### src/rtl/tm1638_responder_if.sv
// Serial link between a TM1638-style host and the responder.
// The host owns strobe, clock and data-in; the responder owns data-out and its enable.
interface tm1638_responder_if;
    logic tm1638_strobe;
    logic tm1638_clk;
    logic tm1638_dio_i;
    logic tm1638_dio_o;
    logic tm1638_dio_oe;

    modport master (
        output tm1638_strobe,
        output tm1638_clk,
        output tm1638_dio_i,
        input  tm1638_dio_o,
        input  tm1638_dio_oe
    );

    modport slave (
        input  tm1638_strobe,
        input  tm1638_clk,
        input  tm1638_dio_i,
        output tm1638_dio_o,
        output tm1638_dio_oe
    );
endinterface

### src/rtl/tm1638_responder.sv
// TM1638-compatible serial responder: decodes host commands, holds a 16-byte display RAM
// and display settings, and shifts a key-scan snapshot back to the host on read frames.
module tm1638_responder #(
    parameter int SYNC_STAGES = 2,
    parameter int KEY_BYTES   = 4
) (
    input  logic                   clk,
    input  logic                   n_rst,
    tm1638_responder_if.slave      bus,
    input  logic [8*KEY_BYTES-1:0] keys,
    input  logic [3:0]             ram_raddr,
    output logic [7:0]             ram_rdata,
    output logic                   display_on,
    output logic [2:0]             brightness,
    output logic                   frame_done
);

    typedef enum logic [2:0] {IDLE, CMD, WRITE, READ, IGNORE} state_t;

    state_t                 state;
    logic [SYNC_STAGES-1:0] stb_sync;
    logic [SYNC_STAGES-1:0] sclk_sync;
    logic [SYNC_STAGES-1:0] dio_sync;
    logic                   stb_d;
    logic                   sclk_d;
    logic [6:0]             shreg;
    logic [2:0]             bit_cnt;
    logic                   mode_read;
    logic                   mode_fixed;
    logic [3:0]             addr;
    logic [8*KEY_BYTES-1:0] snap;
    logic                   dio_o_r;
    logic                   dio_oe_r;
    logic [7:0]             ram [16];

    logic       stb_s, sclk_s, dio_s;
    logic       stb_fall, stb_rise, sclk_rise, sclk_fall;
    logic [7:0] rx_byte;

    assign stb_s     = stb_sync[SYNC_STAGES-1];
    assign sclk_s    = sclk_sync[SYNC_STAGES-1];
    assign dio_s     = dio_sync[SYNC_STAGES-1];
    assign stb_fall  = stb_d & ~stb_s;
    assign stb_rise  = ~stb_d & stb_s;
    assign sclk_rise = ~sclk_d & sclk_s;
    assign sclk_fall = sclk_d & ~sclk_s;
    // Bits arrive LSB-first, so the newest bit lands in the MSB.
    assign rx_byte   = {dio_s, shreg};

    assign bus.tm1638_dio_o  = dio_o_r;
    assign bus.tm1638_dio_oe = dio_oe_r;

    always_ff @(posedge clk or negedge n_rst) begin
        if (!n_rst) begin
            stb_sync   <= '1;
            sclk_sync  <= '1;
            dio_sync   <= '1;
            stb_d      <= 1'b1;
            sclk_d     <= 1'b1;
            state      <= IDLE;
            shreg      <= '0;
            bit_cnt    <= '0;
            mode_read  <= 1'b0;
            mode_fixed <= 1'b0;
            addr       <= '0;
            snap       <= '0;
            dio_o_r    <= 1'b0;
            dio_oe_r   <= 1'b0;
            frame_done <= 1'b0;
            display_on <= 1'b0;
            brightness <= '0;
            ram_rdata  <= '0;
            for (int i = 0; i < 16; i++) ram[i] <= '0;
        end else begin
            stb_sync[0]  <= bus.tm1638_strobe;
            sclk_sync[0] <= bus.tm1638_clk;
            dio_sync[0]  <= bus.tm1638_dio_i;
            for (int i = 1; i < SYNC_STAGES; i++) begin
                stb_sync[i]  <= stb_sync[i-1];
                sclk_sync[i] <= sclk_sync[i-1];
                dio_sync[i]  <= dio_sync[i-1];
            end
            stb_d      <= stb_s;
            sclk_d     <= sclk_s;
            frame_done <= 1'b0;
            ram_rdata  <= ram[ram_raddr];

            // Strobe release ends the frame from any active state; partial bytes are dropped.
            if (state != IDLE && stb_rise) begin
                state    <= IDLE;
                frame_done <= 1'b1;
                dio_oe_r <= 1'b0;
                dio_o_r  <= 1'b0;
            end else begin
                case (state)
                    IDLE: begin
                        if (stb_fall) begin
                            state   <= CMD;
                            bit_cnt <= '0;
                        end
                    end
                    CMD: begin
                        if (sclk_rise) begin
                            shreg   <= rx_byte[7:1];
                            bit_cnt <= bit_cnt + 3'd1;
                            if (bit_cnt == 3'd7) begin
                                case (rx_byte[7:6])
                                    2'b01: begin
                                        mode_read  <= rx_byte[1];
                                        mode_fixed <= rx_byte[2];
                                        if (rx_byte[1]) begin
                                            state <= READ;
                                            snap  <= keys;
                                        end else begin
                                            state <= IGNORE;
                                        end
                                    end
                                    2'b10: begin
                                        display_on <= rx_byte[3];
                                        brightness <= rx_byte[2:0];
                                        state      <= IGNORE;
                                    end
                                    2'b11: begin
                                        addr  <= rx_byte[3:0];
                                        state <= mode_read ? IGNORE : WRITE;
                                    end
                                    default: state <= IGNORE;
                                endcase
                            end
                        end
                    end
                    WRITE: begin
                        if (sclk_rise) begin
                            shreg   <= rx_byte[7:1];
                            bit_cnt <= bit_cnt + 3'd1;
                            if (bit_cnt == 3'd7) begin
                                ram[addr] <= rx_byte;
                                if (!mode_fixed) addr <= addr + 4'd1;
                            end
                        end
                    end
                    READ: begin
                        // Snapshot shifts out with zero fill, so trailing bits read as 0.
                        if (sclk_fall) begin
                            dio_oe_r <= 1'b1;
                            dio_o_r  <= snap[0];
                            snap     <= {1'b0, snap[8*KEY_BYTES-1:1]};
                        end
                    end
                    default: ;
                endcase
            end
        end
    end

endmodule

### src/flat_wrapper.sv
// flat-port wrapper written by rule: the top's interface ports become plain ports
module tm1638_responder_flat 
#(
    parameter int SYNC_STAGES = 2,
    parameter int KEY_BYTES   = 4
)
  (clk, n_rst, keys, ram_raddr, ram_rdata, display_on, brightness, frame_done, bus_tm1638_strobe, bus_tm1638_clk, bus_tm1638_dio_i, bus_tm1638_dio_o, bus_tm1638_dio_oe);
  tm1638_responder_if bus_i ();
  input  logic clk;
  input  logic n_rst;
  input  logic [8*KEY_BYTES-1:0] keys;
  input  logic [3:0] ram_raddr;
  output logic [7:0] ram_rdata;
  output logic display_on;
  output logic [2:0] brightness;
  output logic frame_done;
  input wire logic [$bits(bus_i.tm1638_strobe)-1:0] bus_tm1638_strobe;
  input wire logic [$bits(bus_i.tm1638_clk)-1:0] bus_tm1638_clk;
  input wire logic [$bits(bus_i.tm1638_dio_i)-1:0] bus_tm1638_dio_i;
  output wire logic [$bits(bus_i.tm1638_dio_o)-1:0] bus_tm1638_dio_o;
  output wire logic [$bits(bus_i.tm1638_dio_oe)-1:0] bus_tm1638_dio_oe;
  assign bus_i.tm1638_strobe = bus_tm1638_strobe;
  assign bus_i.tm1638_clk = bus_tm1638_clk;
  assign bus_i.tm1638_dio_i = bus_tm1638_dio_i;
  assign bus_tm1638_dio_o = bus_i.tm1638_dio_o;
  assign bus_tm1638_dio_oe = bus_i.tm1638_dio_oe;
  tm1638_responder #(.SYNC_STAGES(SYNC_STAGES), .KEY_BYTES(KEY_BYTES)) u_core (.clk(clk), .n_rst(n_rst), .bus(bus_i), .keys(keys), .ram_raddr(ram_raddr), .ram_rdata(ram_rdata), .display_on(display_on), .brightness(brightness), .frame_done(frame_done));
endmodule
### config.mk
export PLATFORM = sky130hd
export DESIGN_NAME = tm1638_responder_flat
export DESIGN_NICKNAME = d
export VERILOG_FILES = /design/src/rtl/tm1638_responder_if.sv /design/src/rtl/tm1638_responder.sv /design/src/flat_wrapper.sv
export SDC_FILE = /design/constraint.sdc
export NUM_CORES = 1
export LEC_CHECK = 0
export ABC_CLOCK_PERIOD_IN_PS = 4100
export CORE_ASPECT_RATIO = 0.5
export CORE_UTILIZATION = 25
export DETAILED_ROUTE_END_ITERATION = 8
export GPL_TIMING_DRIVEN = 1
export HOLD_SLACK_MARGIN = 0.03
export PLACE_DENSITY = 0.39
export RECOVER_POWER = 100
export SLEW_MARGIN = 20
export SYNTH_ARGS = -nofsm -noshare
export SYNTH_HDL_FRONTEND = slang
export SYNTH_SLANG_ARGS = --single-unit
### constraint.sdc
create_clock -name clk -period 4.1 [get_ports clk]
set_input_delay 0.615 -clock clk [delete_from_list [all_inputs] [get_ports clk]]
set_output_delay 0.615 -clock clk [all_outputs]
set_load 0.02 [all_outputs]
==> results_dict.tcl <==
set metrics [dict create \
    met2_length_microns 9910 \
    power.leakage_nw 5.08 \
    yosysMostFrequentCell "mux2_2" \
    p_switching_mw 1.20 \
    comb_power_share_pct 6.8 \
    grt.overflow.total 0 \
    routed_via_density 4.50 \
    hp-class "reg -> reg" \
    post_drt_wl_per_cell_microns 19.7 \
    cts_setup_buffers 0 \
    switching_share_pct 26.6 \
    avgSynthCellArea_sq_um 15.2 \
    drtPass1Iterations 8 \
    fillers 3624 \
    vias 5202 \
    rr_worst_depth 4 \
    grt_max_degree 107 \
    wl_met3_microns 699 \
    grt_pass1_wl_microns 36000 \
    synth_nets 658 \
    cp-end-kind "flip-flop" \
    grt_pass1_vias 5593 \
    core_area_sq_mm 0.0362 \
    topRoutingLayerUsed "met4" \
    critPathTopFamily "buffers and inverters" \
    die-area_sq_mm 0.0379 \
    drt_iter0_drc 239 \
    max_stage_delay_ns 1.66 \
    drive_gt1_share_pct 42.9 \
    synth_edf_count 0 \
    cts_buffers 22 \
    clock_latency_ns 0.52 \
    path_cells "dlygate4sd3_1, clkbuf_1, mux4_2, a22oi_1, nand2_1" \
    path_max_fanout 32 \
    postCtsHoldBufs 0 \
    root_buffer "clkbuf_16" \
    io_buffers 55 \
    cp.depth 5 \
    cts_resized 0 \
    synth_cell_types 53 \
    holdWs_ns 0.361 \
    m1WireLength_microns 11800 \
    hold_depth 0 \
    max-vdd-ir-drop_mv 0.206 \
    die_h_microns 138 \
    ys_top_cells_by_count "mux2_2 (201), dfrtp_1 (194), mux4_2 (32), clkbuf_1 (25), a22oi_1 (17)" \
    drc 2 \
    violations "DRC, capacitance limit, slew limit" \
    cts_sinks 202 \
    antenna_left 0 \
    clock.fmax_ghz 0.300 \
    cp_data_arrival_time_ns 3.73 \
    required_ns 4.49 \
    drv_cap 2 \
    synth.largest_area_cell "dfrtp_1" \
    grt.total_usage_pct 12.5 \
    min_period_ns 3.34 \
    powerDensity_mw_per_mm2 416 \
    synth_warnings 0 \
    antenna_cells 0 \
    crit_buf_inv 2 \
    fin_nets 706 \
    cts-htree-levels 1 \
    crit_type "in -> reg" \
    syn_inst 611 \
    p_int_mw 3.31 \
    setup_viol 0 \
    setup-tns-final_ns 0 \
    dp.cells 1119 \
    cts_tree "done" \
    async_reset_ff_share_pct 100 \
    synth_seq_cells 202 \
    clkTransAtPathRegs_ns 0.06 \
    clock_path_buffers 3 \
    relSlewSlack_pct -87.0 \
    seq_area_frac_synth_pct 54.6 \
    initial_core_util_pct 25.6 \
    clkPwrFrac_pct 43.3 \
    hold_viol 0 \
    synth_ff_type "dfrtp_1" \
    globalplace.congestion 0.714 \
    totalWireLength_microns 22800 \
    instances_no_fill 1156 \
    rows 49 \
    tightestPinTransition_ns 2.81 \
    skew_ns 0.0139 \
    area_delta_synth_final_pct 16.9 \
    critical_path.slowest_cell "clkbuf_1" \
    min_period_over_period_pct 81.4 \
    synth_area_leaders "dfrtp_1 (52%), mux2_2 (24%), mux4_2 (7.8%), dfstp_2 (2.3%), nand3_4 (1.5%)" \
    startpoint_type "primary input" \
    rsz0062_at_grt "false" \
    antenna_found_initial 0 \
    synth_top_area_share_pct 52.3 \
    seqPwrFrac_pct 49.8 \
    status "finished, violations left" \
    slew_viol_final 140 \
    synth_area_sq_mm 0.00928 \
    io_pins 56 \
    post-dp-hpwl_microns 14300 \
    fp.dieW_microns 274 \
]
## area by class of cell
| type | count | area [sq um] | area share (%) |
|---|---|---|---|
| flip-flops and latches | 202 | 5060 | 46.7 |
| multi-input cells | 359 | 3820 | 35.3 |
| clock buffers | 33 | 673 | 6.21 |
| repair buffers | 67 | 618 | 5.70 |
| well taps | 484 | 606 | 5.59 |
| clock inverters | 4 | 28.8 | 0.265 |
| inverters | 7 | 26.3 | 0.242 |
## layer usage
layer	vias to the layer above	GRT usage [%]
met2	59	17.9
met3	32	2.40
met1	2757	19.2
li1	2354	-
met5	-	0
met4	0	2.75
## through the flow
stage                     cell area [sq um]  total power, mW  setup slack, ns  util (%)
final                                 10800             4.50            0.762      29.9
after global routing                  10800             4.72            0.628      29.9
after CTS                             11000             4.60             1.26      30.4
after detailed placement              10300             2.61             1.27      28.5
after global placement                10300             2.60             1.36      28.5
after floorplan                        9280             2.36             2.04         -
## power groups by stage
stage	clock, mW	sequential [mW]	combinational [mW]
floorplan	0	2.12	0.242
global placement	0	2.29	0.317
detailed placement	0	2.29	0.320
CTS	2.03	2.25	0.320
global route	2.11	2.27	0.345
finish	1.95	2.25	0.308
## registers in the layout, summed over array words and instances, names as in the netlist, 3 cells and up
| signal | flops |
|---|---|
| u_core.addr | 4 |
| u_core.bit_cnt | 3 |
| u_core.brightness | 3 |
| u_core.ram | 128 |
| u_core.ram_rdata | 8 |
| u_core.shreg | 7 |
| u_core.snap | 32 |
| u_core.state | 3 |
## logic make-up (layout without fill, tap and decap cells)
family,Yosys count,in the layout,share of synthesized area (%)
XOR/XNOR,2,2,0.189
AND/OR/NAND/NOR,74,74,6.26
buffers and inverters,50,111,2.55
multiplexers,236,236,32.5
adder cells (fa/ha/maj),6,6,0.809
AO/OA/AOI/OAI,41,41,3.08
flip-flops,202,202,54.6
## cells in the final DEF (no fill, tap or decap), types with 3 or more instances in the layout
| cell type | Yosys | layout |
|---|---|---|
| nor2b_1 | 7 | 7 |
| nand4_1 | 2 | 6 |
| mux4_2 | 32 | 32 |
| buf_4 | 3 | 8 |
| clkbuf_16 | 0 | 23 |
| nand3_1 | 1 | 9 |
| clkbuf_1 | 25 | 6 |
| or3_1 | 3 | 3 |
| o21ai_0 | 8 | 8 |
| nand2_1 | 14 | 14 |
| inv_1 | 7 | 7 |
| dfstp_1 | 0 | 3 |
| clkbuf_8 | 0 | 6 |
| ha_1 | 6 | 6 |
| a21oi_1 | 4 | 4 |
| a22oi_1 | 17 | 17 |
| nand2b_1 | 3 | 3 |
| clkbuf_2 | 0 | 3 |
| dfstp_2 | 8 | 5 |
| dlygate4sd3_1 | 0 | 19 |
| mux2_2 | 201 | 201 |
| and3_1 | 5 | 5 |
| nor2_1 | 11 | 11 |
| dfrtp_1 | 194 | 194 |
| clkdlybuf4s50_1 | 0 | 34 |
## final timing paths
kind / startpoint / to / slack, ns
hold reg to reg: u_core.dio_sync[0]$_DFF_PN1_ / u_core.dio_sync[1]$_DFF_PN1_ / 0.36
min in group asynchronous: n_rst / u_core.ram[71]$_DFFE_PN0P_ / 0.98
setup reg to reg: u_core.state[1]$_DFFE_PN0P_ / u_core.ram[2]$_DFFE_PN0P_ / 0.88
setup / recovery: ram_raddr[1] / u_core.ram_rdata[3]$_DFF_PN0_ / 0.76
hold / removal: u_core.dio_sync[0]$_DFF_PN1_ / u_core.dio_sync[1]$_DFF_PN1_ / 0.36
max in group asynchronous: n_rst / u_core.snap[12]$_DFFE_PN0P_ / 1.25
Note: power is estimated with default switching activity, not from simulation.
